==> src/rtl/instr_sequencer.sv <==
// instr_sequencer: instruction queue plus issue FSM that turns 64-bit
// instructions into single-cycle buffer/accumulator command pulses.
// Optional feature: define INSTR_ILLEGAL_CHECK_EN to raise a sticky
// err_illegal flag when an unknown opcode is popped. Without it, unknown
// opcodes behave as NOPs and err_illegal stays 0.
//
// state     | meaning
// ----------+------------------------------------------------------------
// S_IDLE    | queue empty or just refilled; no command issued this cycle
// S_ISSUE   | pop and decode one queued instruction per cycle
// S_COMPUTE | hold state_signal=10 for C+1 cycles; pop blocked until done
module instr_sequencer #(
    parameter int ADDR_W     = 7,
    parameter int OBUF_AW    = 4,
    parameter int DATA_W     = 32,
    parameter int FIFO_DEPTH = 4
) (
    input  logic                clk,
    input  logic                rst_n,
    input  logic                instr_valid,
    input  logic [63:0]         instruction,
    output logic                instr_ready,
    output logic [ADDR_W-1:0]   inp_buf_addr,
    output logic [DATA_W-1:0]   inp_buf_data,
    output logic                inp_buf_we,
    output logic [ADDR_W-1:0]   wt_buf_addr,
    output logic [DATA_W-1:0]   wt_buf_data,
    output logic                wt_buf_we,
    output logic [OBUF_AW-1:0]  acc_to_op_buf_addr,
    output logic                acc_result_to_op_buf,
    output logic [OBUF_AW-1:0]  out_buf_addr,
    output logic                op_buffer_instr_for_sending_data,
    output logic                instr_for_accum_to_reset,
    output logic [1:0]          state_signal,
    output logic                i_mode,
    output logic                busy,
    output logic                err_illegal
);

    localparam int ENTRY_W = 5 + ADDR_W + DATA_W;
    localparam int PTR_W   = $clog2(FIFO_DEPTH);
    localparam int CNT_W   = PTR_W + 1;

    typedef enum logic [1:0] {
        S_IDLE    = 2'b00,
        S_ISSUE   = 2'b01,
        S_COMPUTE = 2'b10
    } state_t;

    state_t              state;
    logic [ENTRY_W-1:0]  fifo_mem [FIFO_DEPTH];
    logic [PTR_W-1:0]    wr_ptr;
    logic [PTR_W-1:0]    rd_ptr;
    logic [CNT_W-1:0]    count;
    logic [CNT_W-1:0]    count_next;
    logic [7:0]          cyc_left;

    logic                push;
    logic                pop;
    logic                do_issue;
    logic                stay_compute;
    logic [ENTRY_W-1:0]  head;
    logic [4:0]          head_op;
    logic [ADDR_W-1:0]   head_addr;
    logic [DATA_W-1:0]   head_data;
    logic                head_compute;

    // Instruction bits above the data field carry nothing for this block.
    generate
        if (ENTRY_W < 64) begin : g_unused
            logic unused_instr_bits;
            assign unused_instr_bits = ^instruction[63:ENTRY_W];
        end
    endgenerate

    // Handshake, issue decision and head-of-queue field extraction.
    always_comb begin
        push         = instr_valid && instr_ready;
        stay_compute = (state == S_COMPUTE) && (cyc_left != 8'd0);
        // The last compute cycle doubles as an issue slot so the next
        // command follows with no gap.
        do_issue     = (state == S_ISSUE) || ((state == S_COMPUTE) && (cyc_left == 8'd0));
        pop          = do_issue && (count != '0);
        head         = fifo_mem[rd_ptr];
        head_op      = head[4:0];
        head_addr    = head[5 +: ADDR_W];
        head_data    = head[5 + ADDR_W +: DATA_W];
        head_compute = (head_op == 5'b00001) || (head_op == 5'b00010);
        count_next   = count + CNT_W'(push) - CNT_W'(pop);
    end

    // Instruction queue: circular buffer with an occupancy counter.
    always_ff @(posedge clk or negedge rst_n) begin
        if (!rst_n) begin
            wr_ptr <= '0;
            rd_ptr <= '0;
            count  <= '0;
            for (int i = 0; i < FIFO_DEPTH; i++) begin
                fifo_mem[i] <= '0;
            end
        end else begin
            if (push) begin
                fifo_mem[wr_ptr] <= instruction[ENTRY_W-1:0];
                wr_ptr           <= wr_ptr + PTR_W'(1);
            end
            if (pop) begin
                rd_ptr <= rd_ptr + PTR_W'(1);
            end
            count <= count_next;
        end
    end

    // Sequencer FSM with registered command outputs (pulses default to 0).
    always_ff @(posedge clk or negedge rst_n) begin
        if (!rst_n) begin
            state                            <= S_IDLE;
            cyc_left                         <= 8'd0;
            instr_ready                      <= 1'b0;
            busy                             <= 1'b0;
            err_illegal                      <= 1'b0;
            state_signal                     <= 2'b00;
            i_mode                           <= 1'b0;
            inp_buf_addr                     <= '0;
            inp_buf_data                     <= '0;
            inp_buf_we                       <= 1'b0;
            wt_buf_addr                      <= '0;
            wt_buf_data                      <= '0;
            wt_buf_we                        <= 1'b0;
            acc_to_op_buf_addr               <= '0;
            acc_result_to_op_buf             <= 1'b0;
            out_buf_addr                     <= '0;
            op_buffer_instr_for_sending_data <= 1'b0;
            instr_for_accum_to_reset         <= 1'b0;
        end else begin
            state_signal                     <= 2'b00;
            i_mode                           <= 1'b0;
            inp_buf_addr                     <= '0;
            inp_buf_data                     <= '0;
            inp_buf_we                       <= 1'b0;
            wt_buf_addr                      <= '0;
            wt_buf_data                      <= '0;
            wt_buf_we                        <= 1'b0;
            acc_to_op_buf_addr               <= '0;
            acc_result_to_op_buf             <= 1'b0;
            out_buf_addr                     <= '0;
            op_buffer_instr_for_sending_data <= 1'b0;
            instr_for_accum_to_reset         <= 1'b0;

            // Ready is a registered !full, so a pop never frees a slot for a
            // push in the same cycle.
            instr_ready <= (count_next != CNT_W'(FIFO_DEPTH));
            busy        <= (count_next != '0) || (pop && head_compute) || stay_compute;

            case (state)
                S_IDLE: begin
                    if (count != '0) begin
                        state <= S_ISSUE;
                    end
                end
                S_ISSUE, S_COMPUTE: begin
                    if (stay_compute) begin
                        cyc_left     <= cyc_left - 8'd1;
                        state_signal <= 2'b10;
                        i_mode       <= i_mode;
                    end else if (!pop) begin
                        state <= S_IDLE;
                    end else begin
                        state <= (count_next != '0) ? S_ISSUE : S_IDLE;
                        case (head_op)
                            5'b00001, 5'b00010: begin
                                state        <= S_COMPUTE;
                                cyc_left     <= head_data[7:0];
                                state_signal <= 2'b10;
                                i_mode       <= head_op[1];
                            end
                            5'b00011: begin
                                state_signal         <= 2'b01;
                                acc_to_op_buf_addr   <= head_addr[OBUF_AW-1:0];
                                acc_result_to_op_buf <= 1'b1;
                            end
                            5'b00100: begin
                                state_signal <= 2'b01;
                                inp_buf_addr <= head_addr;
                                inp_buf_data <= head_data;
                                inp_buf_we   <= 1'b1;
                            end
                            5'b00101: begin
                                state_signal <= 2'b01;
                                wt_buf_addr  <= head_addr;
                                wt_buf_data  <= head_data;
                                wt_buf_we    <= 1'b1;
                            end
                            5'b00110: begin
                                out_buf_addr                     <= head_addr[OBUF_AW-1:0];
                                op_buffer_instr_for_sending_data <= 1'b1;
                            end
                            5'b00111: begin
                                instr_for_accum_to_reset <= 1'b1;
                            end
                            5'b00000, 5'b11111: begin
                            end
                            default: begin
`ifdef INSTR_ILLEGAL_CHECK_EN
                                err_illegal <= 1'b1;
`endif
                            end
                        endcase
                    end
                end
                default: begin
                    state <= S_IDLE;
                end
            endcase
        end
    end

endmodule

==> config.mk <==
export PLATFORM = sky130hd
export DESIGN_NAME = instr_sequencer
export DESIGN_NICKNAME = d
export VERILOG_FILES = /design/src/rtl/instr_sequencer.sv
export SDC_FILE = /design/constraint.sdc
export NUM_CORES = 1
export LEC_CHECK = 0
export ABC_AREA = 1
export BUFFER_PORTS_ARGS = -buffer_cell sky130_fd_sc_hd__buf_2
export CAP_MARGIN = 25
export CELL_PAD_IN_SITES_DETAIL_PLACEMENT = 1
export CELL_PAD_IN_SITES_GLOBAL_PLACEMENT = 2
export CORE_MARGIN = 1
export CORE_UTILIZATION = 32
export CTS_CLUSTER_SIZE = 8
export DETAILED_ROUTE_END_ITERATION = 10
export PLACE_DENSITY = 0.79
export SKIP_CTS_REPAIR_TIMING = 1
export SYNTH_ARGS = -nofsm -noshare
export SYNTH_HDL_FRONTEND = slang
export SYNTH_SLANG_ARGS = --single-unit
==> constraint.sdc <==
create_clock -name clk -period 2.43 [get_ports clk]
set_input_delay 0.486 -clock clk [delete_from_list [all_inputs] [get_ports clk]]
set_output_delay 0.486 -clock clk [all_outputs]
set_load 0.02 [all_outputs]
==> results.cfg <==
[power_and_ir_drop]
pwr-share-comb = 0.371
ir_worst_vdd_uv = 561.1
leakage_nw = 7.504
clockPowerShare = 0.266
p_per_area_nw_per_um2 = 1358
power_mw = 19.96
internal_power_mw = 12.43
switchingPower_mw = 7.536
swShare = 0.3775
p_seq_frac = 0.363

[cts]
clkTransAtPathRegs_ns = 0.05
clock_latency_ns = 0.55
numCtsBuffers = 42
htree_levels = 2
cts_tree = built
clockBufferDepth = 3
root_buffer = clkbuf_16
cts.sinks = 289

[worst_setup_path]
r2r_end = state[0]
rrSetupSlack_ns = -0.20
crit_type = flop to flop
r2r-start = cyc_left[0]
critical_path_required_ns = 2.87
endpoint_kind = flop
cpMostUsedCell = nand2_1
slowest_delay_ns = 0.54
cpLargestDelayFamily = adder cells
crit_path_cell_trace = inv_2, ha_4, nand2_4, nor2_4, nand3_2, nand2_2, nand2_2, inv_2, ha_4, inv_2, ha_4, fa_1, nor2_2, nand3_2, nand2_1, nor2_1, nand2_1, nand2_1, nand2_1, nand2_1
crit_path_start_kind = flop
crit_start = cyc_left[0]
critPathMaxFanout = 2
crit_buf_inv = 3
ff2ff_path_depth = 20
arrival_ns = 3.07
slowest_stage = fa_1

[floorplanning]
core_sq_um = 36700
die_h_um = 195.4
pin_count = 164
die_w_um = 195.4
initial_core_util = 0.3262
row_count = 70
die_area_sq_um = 38190

[timing]
finalSetupViolations = 3
setup_ws_ns = -0.2006
max_freq_ghz = 0.3801
max_slew_margin = 0.4952
rsz0062_at_grt = true
period_needed_ns = 2.631
hold_viol = 0
maxSlewViolCount = 0
worst_slew_pin_slew_ns = 0.7572
timing.final.crit_share = 1.083
skew_ns = 0.01372

[layout]
area_growth_pct = 22.77
multiInputGateArea_sq_um = 4109
n_antenna_cell = 0
drive_above_1_share = 0.2232
register_area_sq_um = 7236
fill_cells = 4185
nets = 1512

[global_routing]
antenna_found_initial = 2
grt_overflow = 0
track_usage = 0.1759
grt_pass1_vias = 9897
grt_max_degree = 89
grt_first_pass_wirelength_um = 53140

[min_path]
hold_depth = 3
hold_path.class = input pin to flop
worstHoldStart = instruction[35]
whs_endpoint = fifo_mem[35]

[synthesis]
synth_cells = 1263
ys_async_sr_fraction = 1.000
synth_warnings = 1
yosysMostFrequentCell = nand2_1
synth_common_cells = nand2_1 (365), dfrtp_1 (289), o21ai_0 (200), nor2_1 (84), inv_1 (72)
synth_cell_types = 37
syn-cell-area_sq_um = 11970
synth_top_area_share = 0.6041
yosys_register_bits = 289
synth_area_leaders = dfrtp_1 (60%), nand2_1 (11%), o21ai_0 (8.4%)
ys_seq_area_frac = 0.6041
synth_ff_type = dfrtp_1
syn-mean-instance-area_sq_um = 9.479
yosys.area.top_type = dfrtp_1
syn-num-nets = 1342
synth_edf_count = 0

[route]
post_drt_wl_per_cell_um = 17.01
via_per_inst = 4.781
dr.pass1.iters = 4
dr.first_iter.drc_count = 400
final_antenna_net_count = 0
vias = 9113
drc = 0
wirelength_um = 32430

[placed_design]
gp_congestion = 0.7560
dpl.hpwl_um = 20420
io_buffers = 142
place_ws_ns = -0.2061

[outcome]
status = complete, but fails checks
violations = setup timing

[run]
cap_violations = 0
==> cells in the final DEF (no fill, tap or decap), types with 3 or more instances in the layout <==
master	netlist	layout
nand2_1	365	358
dfrtp_1	289	288
o21ai_0	200	200
buf_2	32	141
nor2_1	84	83
inv_1	72	66
buf_4	2	48
clkbuf_16	0	43
a21oi_1	34	34
a32o_1	31	31
nor2_2	30	31
nand3_1	23	22
buf_12	0	11
inv_2	3	9
o22a_1	7	7
ha_1	11	7
nand2_2	4	6
xor2_1	6	6
nand2_4	0	5
nand3_2	4	5
nor3_1	3	3
ha_4	0	3
==> power by group through the flow <==
stage	sequential, mW	combinational [mW]	clock (mW)
2_1_floorplan	7.23	4.87	0
3_3_place_gp	7.24	7.07	0
3_5_place_dp	7.30	7.28	0
4_1_cts	7.25	7.33	5.50
5_1_grt	7.44	8.44	5.66
6_report	7.24	7.42	5.30
==> per-layer routing <==
metal,vias to the layer above,track usage,wire length (um)
met2,155,0.2903,15090
met1,4499,0.2304,15120
met5,-,0,22
met4,4,0.04958,681
met3,55,0.04093,1513
li1,4400,-,-
==> how the worst max path moves through the flow <==
stage / endpoint / slack (ns) / cells after the start
3_3_place_gp: state[0] / -0.10 / 20
6_report: state[0] / -0.20 / 20
5_1_grt: state[0] / -0.34 / 20
3_5_place_dp: state[0] / -0.21 / 20
4_1_cts: state[0] / -0.22 / 20
2_1_floorplan: state[0] / -0.11 / 20
==> tightest hold or removal path, cell delays in order <==
cell,delay [ns]
buf_2,0.08
inv_1,0.06
o21ai_0,0.14
==> metrics by stage <==
stage	cells	util	TNS [ns]	instance area [sq um]	hold slack, ns
finish	1906	0.4005	-0.3518	14700	0.2480
global route	1906	0.4005	-0.6561	14700	0.2392
CTS	1899	0.3981	-0.2921	14610	-0.1519
detailed placement	1850	0.3666	-0.2646	13450	0.4476
global placement	1850	0.3666	-0.1008	13450	0.4438
floorplan	1263	-	-0.1084	12000	0.1904
==> kinds of logic (layout without fill, tap and decap cells) <==
| group | count (synthesis) | count (layout) | share of synthesized area |
|---|---|---|---|
| AND/OR/NAND/NOR | 522 | 522 | 0.1829 |
| flip-flops | 289 | 289 | 0.6041 |
| AO/OA/AOI/OAI | 279 | 279 | 0.1347 |
| buffers and inverters | 154 | 329 | 0.06041 |
| adder cells (fa/ha/maj) | 12 | 12 | 0.01317 |
| XOR/XNOR | 6 | 6 | 0.004390 |
| other | 1 | 1 | 0.0003132 |
==> registers in the layout, summed over array words and instances (netlist names), 3 cells and up <==
name	count
out_buf_addr	4
cyc_left	8
wt_buf_addr	7
count	3
acc_to_op_buf_addr	4
fifo_mem	176
wt_buf_data	32
inp_buf_addr	7
inp_buf_data	32
==> layout make-up <==
cell class / instances / share of cell area
Clock buffer: 46 / 0.07466
Clock inverter: 3 / 0.004001
Inverter: 78 / 0.02043
Multi-Input combinational cell: 820 / 0.2796
Sequential cell: 289 / 0.4923
Tap cell: 468 / 0.03984
Timing Repair Buffer: 202 / 0.08921
Power figures use the tool's default switching activity.
